**src/rtl/mult_pkg.sv**
```systemverilog
// Shared constants and types for the sequential Booth multiplier.
package mult_pkg;

    localparam int unsigned DATA_W = 16;
    localparam int unsigned RES_W  = 2 * DATA_W;
    localparam int unsigned CNT_W  = $clog2(DATA_W);

    typedef enum logic [1:0] {IDLE, CAPTURE, MUL, DONE} state_t;

    typedef logic signed [DATA_W-1:0] operand_t;
    typedef logic signed [RES_W-1:0]  result_t;
    // High accumulator half carries one guard bit so -(-2^(DATA_W-1)) fits.
    typedef logic signed [DATA_W:0]   acc_hi_t;

endpackage

```
**src/rtl/mult_parity_chk.sv**
```systemverilog
// Combinational even-parity check over both captured operands.
module mult_parity_chk
    import mult_pkg::*;
(
    input  logic [DATA_W-1:0] arg_a,
    input  logic              arg_a_parity,
    input  logic [DATA_W-1:0] arg_b,
    input  logic              arg_b_parity,
    output logic              perr
);

    assign perr = (arg_a_parity != ^arg_a) | (arg_b_parity != ^arg_b);

endmodule

```
**src/rtl/mult_seq_core.sv**
```systemverilog
// Sequential signed DATA_W x DATA_W radix-2 Booth multiplier with req/ack handshake.
// Build option: define MULT_PARITY_CHECK_EN to enable operand parity checking.
module mult_seq_core
    import mult_pkg::*;
(
    input  logic              clk,
    input  logic              rst_n,
    input  logic              req,
    input  logic [DATA_W-1:0] arg_a,
    input  logic              arg_a_parity,
    input  logic [DATA_W-1:0] arg_b,
    input  logic              arg_b_parity,
    output logic              ack,
    output logic [RES_W-1:0]  result,
    output logic              result_parity,
    output logic              arg_parity_error,
    output logic              result_rdy
);

    state_t             state, state_nxt;
    operand_t           a_q;
    logic [DATA_W-1:0]  b_q;
    logic               pa_q, pb_q;
    acc_hi_t            hi;
    logic [DATA_W-1:0]  lo;
    logic               q_m1;
    logic [CNT_W-1:0]   cnt;
    logic               err_q;
    logic               perr;
    logic               ack_nxt, rdy_nxt;

    acc_hi_t            a_ext, sum;
    acc_hi_t            hi_nxt;
    logic [DATA_W-1:0]  lo_nxt;
    result_t            prod;

`ifdef MULT_PARITY_CHECK_EN
    mult_parity_chk u_parity_chk (
        .arg_a        (a_q),
        .arg_a_parity (pa_q),
        .arg_b        (b_q),
        .arg_b_parity (pb_q),
        .perr         (perr)
    );
`else
    logic unused_parity;
    assign unused_parity = pa_q ^ pb_q;
    assign perr          = 1'b0;
`endif

    // One Booth step on {lo[0], q_m1} followed by an arithmetic right shift.
    always_comb begin
        a_ext = acc_hi_t'(a_q);
        case ({lo[0], q_m1})
            2'b01:   sum = hi + a_ext;
            2'b10:   sum = hi - a_ext;
            default: sum = hi;
        endcase
        hi_nxt = {sum[DATA_W], sum[DATA_W:1]};
        lo_nxt = {sum[0], lo[DATA_W-1:1]};
        prod   = result_t'({hi[DATA_W-1:0], lo});
    end

    always_ff @(posedge clk or negedge rst_n) begin
        if (!rst_n) state <= IDLE;
        else        state <= state_nxt;
    end

    always_comb begin
        state_nxt = state;
        ack_nxt   = 1'b0;
        rdy_nxt   = 1'b0;
        case (state)
            IDLE: begin
                if (req) begin
                    state_nxt = CAPTURE;
                    ack_nxt   = 1'b1;
                end
            end
            CAPTURE: state_nxt = perr ? DONE : MUL;
            MUL:     if (cnt == '0) state_nxt = DONE;
            DONE: begin
                state_nxt = IDLE;
                rdy_nxt   = 1'b1;
            end
            default: state_nxt = IDLE;
        endcase
    end

    always_ff @(posedge clk or negedge rst_n) begin
        if (!rst_n) begin
            a_q              <= '0;
            b_q              <= '0;
            pa_q             <= 1'b0;
            pb_q             <= 1'b0;
            hi               <= '0;
            lo               <= '0;
            q_m1             <= 1'b0;
            cnt              <= '0;
            err_q            <= 1'b0;
            ack              <= 1'b0;
            result           <= '0;
            result_parity    <= 1'b0;
            arg_parity_error <= 1'b0;
            result_rdy       <= 1'b0;
        end else begin
            ack        <= ack_nxt;
            result_rdy <= rdy_nxt;
            case (state)
                IDLE: begin
                    if (req) begin
                        a_q  <= operand_t'(arg_a);
                        b_q  <= arg_b;
                        pa_q <= arg_a_parity;
                        pb_q <= arg_b_parity;
                    end
                end
                CAPTURE: begin
                    // A parity failure leaves a zero accumulator so DONE emits 0.
                    hi    <= '0;
                    lo    <= perr ? '0 : b_q;
                    q_m1  <= 1'b0;
                    cnt   <= CNT_W'(DATA_W - 1);
                    err_q <= perr;
                end
                MUL: begin
                    hi   <= hi_nxt;
                    lo   <= lo_nxt;
                    q_m1 <= lo[0];
                    if (cnt != '0) cnt <= cnt - CNT_W'(1);
                end
                DONE: begin
                    result           <= prod;
                    result_parity    <= ^prod;
                    arg_parity_error <= err_q;
                end
                default: ;
            endcase
        end
    end

endmodule

```
**config.mk**
```make
export PLATFORM = sky130hd
export DESIGN_NAME = mult_seq_core
export DESIGN_NICKNAME = d
export VERILOG_FILES = /design/src/rtl/mult_pkg.sv /design/src/rtl/mult_parity_chk.sv /design/src/rtl/mult_seq_core.sv
export SDC_FILE = /design/constraint.sdc
export NUM_CORES = 1
export LEC_CHECK = 0
export BUFFER_PORTS_ARGS = -buffer_cell sky130_fd_sc_hd__buf_2
export CORE_UTILIZATION = 40
export DETAILED_ROUTE_END_ITERATION = 12
export PLACE_DENSITY = 0.6
export SLEW_MARGIN = 20
export SYNTH_ARGS = -nofsm -noshare
export SYNTH_HDL_FRONTEND = slang
export SYNTH_SLANG_ARGS = --single-unit
```
**constraint.sdc**
```tcl
create_clock -name clk -period 4.2 [get_ports clk]
set_input_delay 0.63 -clock clk [delete_from_list [all_inputs] [get_ports clk]]
set_output_delay 0.63 -clock clk [all_outputs]
set_load 0.01 [all_outputs]
```
# Word level (Yosys, flattened, before mapping)
# Index checks and enable logic that the tools add are counted.
dict set report op_classes {
  n_addsub 3
  n_eq_ne 8
  mux 12
  n_reduce_logical 8
}
# op count
set op_table {}
lappend op_table {{one-hot mux 17 bit (2 select lines)} 2}
lappend op_table {{one-hot mux 16 bit (2 select lines)} 1}
lappend op_table {{parity 32 bit} 1}
lappend op_table {{adder 17 x 16 -> 17 bit} 1}
lappend op_table {{subtractor 17 x 16 -> 17 bit} 1}
lappend op_table {{one-hot mux 2 bit (4 select lines)} 1}
lappend op_table {{one-hot mux 4 bit (2 select lines)} 1}
lappend op_table {{== test 2 bit (second input constant)} 3}
lappend op_table {{!= test 2 bit (second input constant)} 3}
lappend op_table {{AND reduction 2 bit} 3}
lappend op_table {{== test 2 x 1 -> 1 bit (second input constant)} 2}
lappend op_table {{zero test 4 bit} 1}
lappend op_table {{2-to-1 mux 2 bit} 2}
lappend op_table {{2-to-1 mux 4 bit} 1}
lappend op_table {{nonzero test 4 bit} 1}
lappend op_table {{subtractor 4 x 1 -> 4 bit (second input constant)} 1}
lappend op_table {{2-to-1 mux 1 bit} 3}
lappend op_table {{zero test 2 bit} 1}
lappend op_table {{one-hot mux 1 bit (2 select lines)} 1}
lappend op_table {{nonzero test 2 bit} 1}
dict set report totals {
  register_bits 107
  input_bits 37
  output_inout_bits 36
  elab_cells 42
}

# Logic depth before layout (Yosys ltp)
# Gate-level depths: netlist (run 1).
dict set report depth {
  word_depth 3
  mapped_depth 14
  mapped_depth_nobuf 14
}

# Worst setup path before layout (run 1)
# No wires, ideal clock.
dict set report synth_timing {
  path_kind {reg-to-reg}
  start {reg lo[0]}
  end {reg hi[13]}
  arrival_ns 2.787
  t_required_ns 4.066
  slack_ns 1.279
  path_stages_with_launch 14
  period_less_slack_ns 2.921
  cell_sequence {dfrtp_1 > ha_1 > clkbuf_1 > clkbuf_1 > nor2_1 > xnor2_1 > ha_1 > a21o_1 > a31o_1 > o211ai_2 > nand4b_1 > a31oi_1 > xor2_1 > o221ai_2}
}
dict set report synth_via {
  elab_chain_cells 3
}
# item line_no
set synth_lines {}
lappend synth_lines {{start, declared} mult_seq_core.sv:25} ;# logic [DATA_W-1:0] lo;
lappend synth_lines {{start signal, assigned} mult_seq_core.sv:121} ;# lo <= perr ? '0 : b_q;
lappend synth_lines {{start signal, assigned} mult_seq_core.sv:128} ;# lo <= lo_nxt;
lappend synth_lines {{== test 2 bit or == test 2 x 1 -> 1 bit (tied branches)} mult_seq_core.sv:54} ;# case ({lo[0], q_m1})
lappend synth_lines {{one-hot mux 17 bit (2 select lines) *} mult_seq_core.sv:54}
lappend synth_lines {{one-hot mux 17 bit (2 select lines) *} mult_seq_core.sv:109} ;# case (state)
lappend synth_lines {{end signal, assigned} mult_seq_core.sv:127} ;# hi <= hi_nxt;
lappend synth_lines {{end, declared} mult_seq_core.sv:24} ;# acc_hi_t hi;
# Mark *: on every way between the ends. The rest lies on a longest branch, timed or not.
# A chain may end at the register's enable or synchronous reset.

# Worst setup path in the final report (run 1)
dict set report layout_timing {
  start {reg lo[0]}
  end {reg hi[15]}
}
# Same word-level chain as after synthesis.

==> results of run 1 <==
-- worst reg2reg max path: stages, from the launching register on --
cell and delay, ns:
dfrtp_1 0.48, ha_1 0.57, mux2_2 0.44, fa_1 0.43, nand2b_1 0.23, a2111oi_4 0.41, o211ai_2 0.19, o31a_1 0.30
a21boi_1 0.14, nor2_1 0.09, nand3_1 0.09
-- report_power, final --
part / switching (mW) / internal [mW] / total (mW)
Sequential: 0.369 / 1.45 / 1.82
Combinational: 1.85 / 1.61 / 3.47
Clock: 0.413 / 0.418 / 0.830
-- per-layer routing --
metal / vias to the layer above / track usage, %
met4: 2 / 6.48
met3: 18 / 5.01
li1: 1968 / -
met1: 1951 / 21.2
met2: 87 / 28.7
met5: - / 0
-- kinds of logic after synthesis --
family	Yosys count	synth area share (%)
flops	106	46.2
fa+ha+maj	25	5.58
xor+xnor	57	8.69
other cells	1	0.0653
buf+inv	53	4.05
compound gates	102	11.7
simple gates	105	8.63
mux	79	15.1
-- per-stage QoR --
stage / power (mW) / setup WS, ns / instance area [um2] / std cells / hold slack, ns
after CTS: 6.18 / 0.718 / 6530 / 775 / 0.478
after global routing: 6.61 / 0.566 / 6530 / 775 / 0.354
after floorplan: 4.53 / 1.28 / 5740 / 528 / 0.334
after global placement: 5.18 / 0.820 / 6240 / 759 / 0.458
final: 6.11 / 0.703 / 6530 / 775 / 0.301
after detailed placement: 5.32 / 0.746 / 6240 / 759 / 0.472
-- cell type report --
type | instances | area share, %
multi-input cells | 369 | 43.8
flip-flops and latches | 106 | 40.6
repair buffers | 76 | 6.19
clock buffers | 10 | 3.51
well taps | 180 | 3.45
inverters | 28 | 1.61
clock inverters | 6 | 0.881
-- worst min path at each step --
| stage | start | end | slack (ns) | cells past startpoint |
|---|---|---|---|---|
| finish | rst_n | hi[13] | 0.30 | 1 |
| global route | rst_n | hi[13] | 0.35 | 1 |
| CTS | arg_a[0] | a_q[0] | 0.48 | 3 |
| detailed placement | cnt[0] | cnt[0] | 0.47 | 1 |
| global placement | cnt[0] | cnt[0] | 0.46 | 1 |
| floorplan | rst_n | a_q[0] | 0.33 | 0 |
-- state kept, by name, summed over array words and instances, names as in the netlist, 2 cells and up --
name    count
a_q        16
state       2
cnt         4
b_q        16
result     32
lo         16
hi         16
-- layout by cell type, fill, tap and decap left out, drive strengths merged, types with 3 or more instances in the layout --
cell type and instances:
a21o 6, a21oi 43, and3 3, buf 76
clkbuf 10, dfrtp 106, ha 24, inv 32
mux2 62, mux2i 17, nand2 23, nand2b 10
nand3 9, nand4 3, nor2 39, nor3 8
o211ai 5, o21a 4, o21ai 14, o221ai 6
o22ai 9, xnor2 48, xor2 9
==> metrics, run 1 <==
RSZ-0062 raised after global routing=no; Final Max Slew Viols=0; asr flop ratio synth=100%; Hold Crit Class=input port to async pin; clock insertion delay at the later pin of the skew report=0.36 ns; grt ovf=0; setup_tns=0 ns; most frequent cell after synthesis=dfrtp_1; status=completed; hold_buf cts=0; CTS H-tree depth=3; total CTS buffers=9; CP Launch Type=flop; Distinct cells, synth=55; die span in x=roughly 120 um; I/O Pins=73; Row Count=43; Die ar.=0.0148 mm2; top cell types by occurrence after synthesis=106 x dfrtp_1, 62 x mux2_2, 48 x xnor2_1; max_slew headroom=about 30%; Post-DP HPWL=8.50 mm; LEAKAGE=2.94 nW; Antenna Cells=0; Reg2Reg Depth=10; Final GP Congestion=0.881; Initial Util=roughly 41%; Max clock buf depth=2; initial DRC count=between 100 and 150; Nets=about 650; fillcell total=1295; Total GRT Usage=17.3%; DR WL met3=699 um; CTS tree=yes; Final min period=about 3.5 ns; fraction of layout cells with a size suffix above 1=between 20% and 30%; ys flop type=dfrtp_1; final setup vio count=0; ANT nets after route=0; Final Skew=0.00695 ns; Synth Net Count=590; Reg-to-Reg End=hi[15]; clock tree sinks=106; IO Port Bufs=69; first-pass GRT wire length=19.6 mm; Yosys top cell area share=46.2%; DR vias=4026; sequential fraction of the synthesis area=46.2%; DR vias/cell=a little over 5; Worst-path clk slew=0.08 ns; Register-to-Register Setup Slack=0.70 ns; register area=~0.0027 mm2; vias in the first global route=between 3000 and 4000; largest net degree at the start of global routing=85; worst setup path start=lo[0]; die height=122 um; area taken by multi-input logic gates=0.00286 mm2; measured slew at the worst slew-check pin=1.05 ns; first drt pass iteration count=4; met2 WL=5.76 mm; setup bufs post-CTS=0; DR WL/cell=approximately 15 um; Power Density=936 mW/mm2; critical path buffer and inverter count=0; Yosys top cell by area=dfrtp_1; final hold vios=0; Crit. End Element=flop; stages on the worst setup path=10; Max Freq=about 0.29 GHz; Total Routed Length=11.9 mm; Final Util=46.9%; antenna violations before repair=1; Synth Warn #=0; Post-Synthesis Cells=528; CP max stage cell=ha_1; Post-Synthesis Cell Area=~0.0057 mm2; DR top layer=met5; Mapped Avg Cell Area=10.9 um2; count of cells resized by post-cts repair=0; Setup Crit Path Kind=flop to flop; CP peak stage delay=0.57 ns; M1 WL=5.26 mm; critical path arrival=3.74 ns; CP max FO=17; #FFs+latches synth=approximately 110; EDFF count, synth=0; Worst EP required=4.44 ns; crit path to=hi[15]; clock root buffer=clkbuf_16; Crit path max-delay family=compound AO/OA/AOI/OAI gates; worst r2r src=lo[0]; largest cells by area after synthesis=dfrtp_1 46%, mux2_2 12%, xnor2_1 7.3%, ha_1 5.2%, a21oi_1 3.7%; Core Region=0.0139 mm2; Max-cap violations=0; Final period util=83.3%; Area growth syn-to-layout=13.7%; sequence of cells on the critical path=ha_1, mux2_2, fa_1, nand2b_1, a2111oi_4, o211ai_2, o31a_1, a21boi_1, nor2_1, nand3_1; DRC viols=0; maximum VDD drop=372 uV
No activity file was read; power rests on OpenSTA's default activity.
==> inputs of run 2 (changes only) <==
--- a/config.mk
+++ b/config.mk
@@ -5,10 +5,11 @@
 export SDC_FILE = /design/constraint.sdc
 export NUM_CORES = 1
 export LEC_CHECK = 0
+export ABC_AREA = 1
 export BUFFER_PORTS_ARGS = -buffer_cell sky130_fd_sc_hd__buf_2
 export CORE_UTILIZATION = 40
 export DETAILED_ROUTE_END_ITERATION = 12
-export PLACE_DENSITY = 0.6
+export PLACE_DENSITY = 0.62
 export SLEW_MARGIN = 20
 export SYNTH_ARGS = -nofsm -noshare
 export SYNTH_HDL_FRONTEND = slang
==> constraint.sdc (replaced) <==
create_clock -name clk -period 3.11 [get_ports clk]
set_input_delay 0.4665 -clock clk [delete_from_list [all_inputs] [get_ports clk]]
set_output_delay 0.4665 -clock clk [all_outputs]
set_load 0.01 [all_outputs]
==> run 2 against run 1 <==
Net effect:
- setup slack lost 0.36 ns
- area after synthesis grew 7.9%
- first-iteration DRC count grew 79%
- cell count grew 45%
- count of clock-buffer cells in the layout grew 1
- via count grew 33%
- core utilization shrank 0.62 points
- largest cell class unchanged
- largest power group unchanged
==> metrics, run 2 <==
status=completed (unchanged); Worst-path clk slew=0.08 ns (about the same); clock root buffer=clkbuf_16 (unchanged); vias in the first global route=5034 (was 3977); max_slew headroom=64.2% (was 29.7%); ys flop type=dfrtp_1 (unchanged); count of cells resized by post-cts repair=0 (unchanged); #FFs+latches synth=106 (unchanged); Hold Crit Class=input port to async pin (unchanged); P_sw=4.00 mW (was 2.64 mW); Worst EP required=3.35 ns (was 4.44 ns); Post-DP HPWL=10.6 mm (was 8.50 mm); fraction of layout cells with a size suffix above 1=10.9% (was 27.2%); largest cells by area after synthesis=dfrtp_1 43%, nand2_1 20%, o21ai_0 6.7%, inv_1 5.9%, ha_1 4.8% (was dfrtp_1 46%, mux2_2 12%, xnor2_1 7.3%, ha_1 5.2%, a21oi_1 3.7%); Final Util=46.3% (was 46.9%); fillcell total=1552 (was 1295); sequence of cells on the critical path=ha_1, inv_1, o21ai_0, nand2_1, xor2_1, inv_1, ha_1, inv_1, o21ai_0, nor2_1, nand2_1, nand2_1, nand3_1, nand3_1, nand2_1, o21ai_0 (was ha_1, mux2_2, fa_1, nand2b_1, a2111oi_4, o211ai_2, o31a_1, a21boi_1, nor2_1, nand3_1); Total Routed Length=14.2 mm (was 11.9 mm); Crit path top cell by count=nand2_1; RSZ-0062 raised after global routing=no (unchanged); Power Internal=4.12 mW (was 3.48 mW); commonest non-fill, non-tap cell in the layout=nand2_1 (was dfrtp_1); most frequent cell after synthesis=nand2_1 (was dfrtp_1); final setup vio count=0 (unchanged); Total GRT Usage=19.3% (was 17.3%); Top reg by flops=result (unchanged); IO Port Bufs=69 (unchanged); Yosys top cell by area=dfrtp_1 (unchanged); DP Worst Slack=0.370 ns (was 0.746 ns); DR vias=5374 (was 4026); dpl cell area=0.00673 mm2 (was 0.00624 mm2); Final Skew=0.00855 ns (was 0.00695 ns); Distinct cells, synth=34 (was 55); Initial Util=40.9% (was 41.2%); Flop pwr share=28.8% (was 29.7%); Mapped Avg Cell Area=7.16 um2 (was 10.9 um2); Gate power share=57.9% (was 56.7%); sequential fraction of the synthesis area=42.8% (was 46.2%); CP Launch Type=flop (unchanged); Die ar.=0.0160 mm2 (was 0.0148 mm2); CTS H-tree depth=3 (unchanged); setup bufs post-CTS=0 (unchanged); Sw Ratio=49.3% (was 43.1%); asr flop ratio synth=100% (unchanged); Max clock buf depth=2 (unchanged); total CTS buffers=9 (unchanged); Yosys top cell area share=42.8% (was 46.2%); CP max FO=8 (was 17); initial DRC count=267 (was 149); Core Region=0.0151 mm2 (was 0.0139 mm2); DR vias/cell=4.80 (was 5.19); Synth Net Count=928 (was 590); antenna violations before repair=0 (was 1); Max Freq=0.361 GHz (was 0.286 GHz); grt ovf=0 (unchanged); Clock Power Share=13.2% (was 13.6%); Antenna Cells=0 (unchanged); I/O Pins=73 (unchanged); top cell types by occurrence after synthesis=329 x nand2_1, 106 x dfrtp_1, 98 x inv_1 (was 106 x dfrtp_1, 62 x mux2_2, 48 x xnor2_1); Area growth syn-to-layout=13.0% (was 13.7%); Final Max Slew Viols=0 (unchanged); Setup Crit Path Kind=flop to flop (unchanged); Power Density=1160 mW/mm2 (was 936 mW/mm2); Final min period=2.77 ns (was 3.50 ns); die span in x=126 um (was 122 um); CP max stage cell=dfrtp_1 (was ha_1); max FFs per register=32 (unchanged); Crit. End Element=flop (unchanged); post-route cell area=0.00701 mm2 (was 0.00653 mm2); final worst slack=0.342 ns (was 0.703 ns); largest net degree at the start of global routing=71 (was 85); ANT nets after route=0 (unchanged); Final Power=8.13 mW (was 6.11 mW); Synth Warn #=0 (unchanged); EDFF count, synth=0 (unchanged); clock tree sinks=106 (unchanged); Max-cap violations=0 (unchanged); maximum VDD drop=329 uV (was 372 uV); DRC viols=0 (unchanged); hold_buf cts=0 (unchanged); Post-Synthesis Cells=866 (was 528); Nets=989 (was 652); LEAKAGE=3.91 nW (was 2.94 nW); die height=126 um (was 122 um); Row Count=45 (was 43); CP peak stage delay=0.41 ns (was 0.57 ns); DR WL/cell=12.7 um (was 15.4 um); first drt pass iteration count=7 (was 4); Final period util=89.0% (was 83.3%); final hold vios=0 (unchanged); first-pass GRT wire length=24.5 mm (was 19.6 mm); commonest non-fill, non-tap cells in the layout=329 x nand2_1, 106 x dfrtp_1, 98 x inv_1, 83 x o21ai_0, 68 x buf_2 (was 106 x dfrtp_1, 68 x buf_2, 62 x mux2_2, 48 x xnor2_1, 42 x a21oi_1); critical path arrival=3.00 ns (was 3.74 ns); clock insertion delay at the later pin of the skew report=0.36 ns (about the same); measured slew at the worst slew-check pin=0.532 ns (was 1.05 ns); setup_tns=0 ns (unchanged); Post-Synthesis Cell Area=0.00620 mm2 (was 0.00574 mm2); CTS tree=yes (unchanged); Final GP Congestion=0.917 (was 0.881)
## run 2: cell count changes after synthesis, moves of 6 or more
| cell | change |
|---|---|
| a21oi_1 | -14 |
| nand2_1 | +306 |
| o21ai_0 | +75 |
| nor2_1 | +21 |
| inv_1 | +70 |
| mux2i_1 | -17 |
| xnor2_1 | -41 |
| o22ai_1 | +6 |
| nand3_1 | +22 |
| xor2_1 | +13 |
| nand2b_1 | -10 |
| nor3_1 | -6 |
| mux2_2 | -62 |
## run 2: per-stage QoR
stage / instances / hold slack [ns]
final: 1120 / 0.0655
after global routing: 1120 / 0.104
after CTS: 1120 / 0.0788
after detailed placement: 1104 / 0.457
after global placement: 1104 / 0.454
after floorplan: 866 / 0.171
## run 2: power by group through the flow
stage	sequential, mW	combinational (mW)	clock [mW]
3_5_place_dp	2.37	4.72	0
3_3_place_gp	2.35	4.67	0
4_1_cts	2.35	4.74	1.11
2_1_floorplan	2.33	3.54	0
6_report	2.34	4.71	1.08
5_1_grt	2.42	5.49	1.16
## run 2: worst max-delay path, delay by kind of cell, from the launching register on
kind                       cells  cell delay, ns
buffers and inverters          3            0.36
AOI/OAI and AO/OA              3            0.45
adders and majority gates      2            0.59
xor gates and xnor gates       1            0.15
DFF                            1            0.41
and+or+nand+nor                7            0.68
## run 2: metal layers
metal | GRT usage, % | routed length, um
met5 | 0 | 0
met3 | 2.49 | 523
met4 | 7.02 | 229
met1 | 28.3 | 7520
met2 | 29.1 | 5930
## run 2: area by class of cell
cell class              instances  area, um2  area share (%)
clock inverters                 5       40.0           0.571
clock buffers                  11        233            3.32
repair buffers                 75        405            5.79
inverters                     105        394            5.62
multi-input cells             630       3050            43.5
flip-flops and latches        106       2650            37.9
well taps                     188        235            3.36
## run 2: final timing paths
kind	startpoint	end	slack, ns	depth (start not counted)
max	lo[0]	hi[11]	0.34	16
min	rst_n	result[30]	0.07	1
max reg2reg	lo[0]	hi[11]	0.34	16
min reg2reg	result[24]	result[24]	0.47	2
max in group asynchronous	rst_n	hi[14]	2.28	2
min in group clk	arg_b[14]	b_q[14]	0.29	3
## run 2: cells by family after synthesis
| logic type | count (synthesis) | synth area share, % |
|---|---|---|
| adder cells (fa/ha/maj) | 25 | 5.17 |
| other | 1 | 0.0605 |
| AO/OA/AOI/OAI | 143 | 12.5 |
| XOR/XNOR | 29 | 4.10 |
| flip-flops | 106 | 42.8 |
| AND/OR/NAND/NOR | 432 | 27.4 |
| buffers and inverters | 130 | 8.05 |
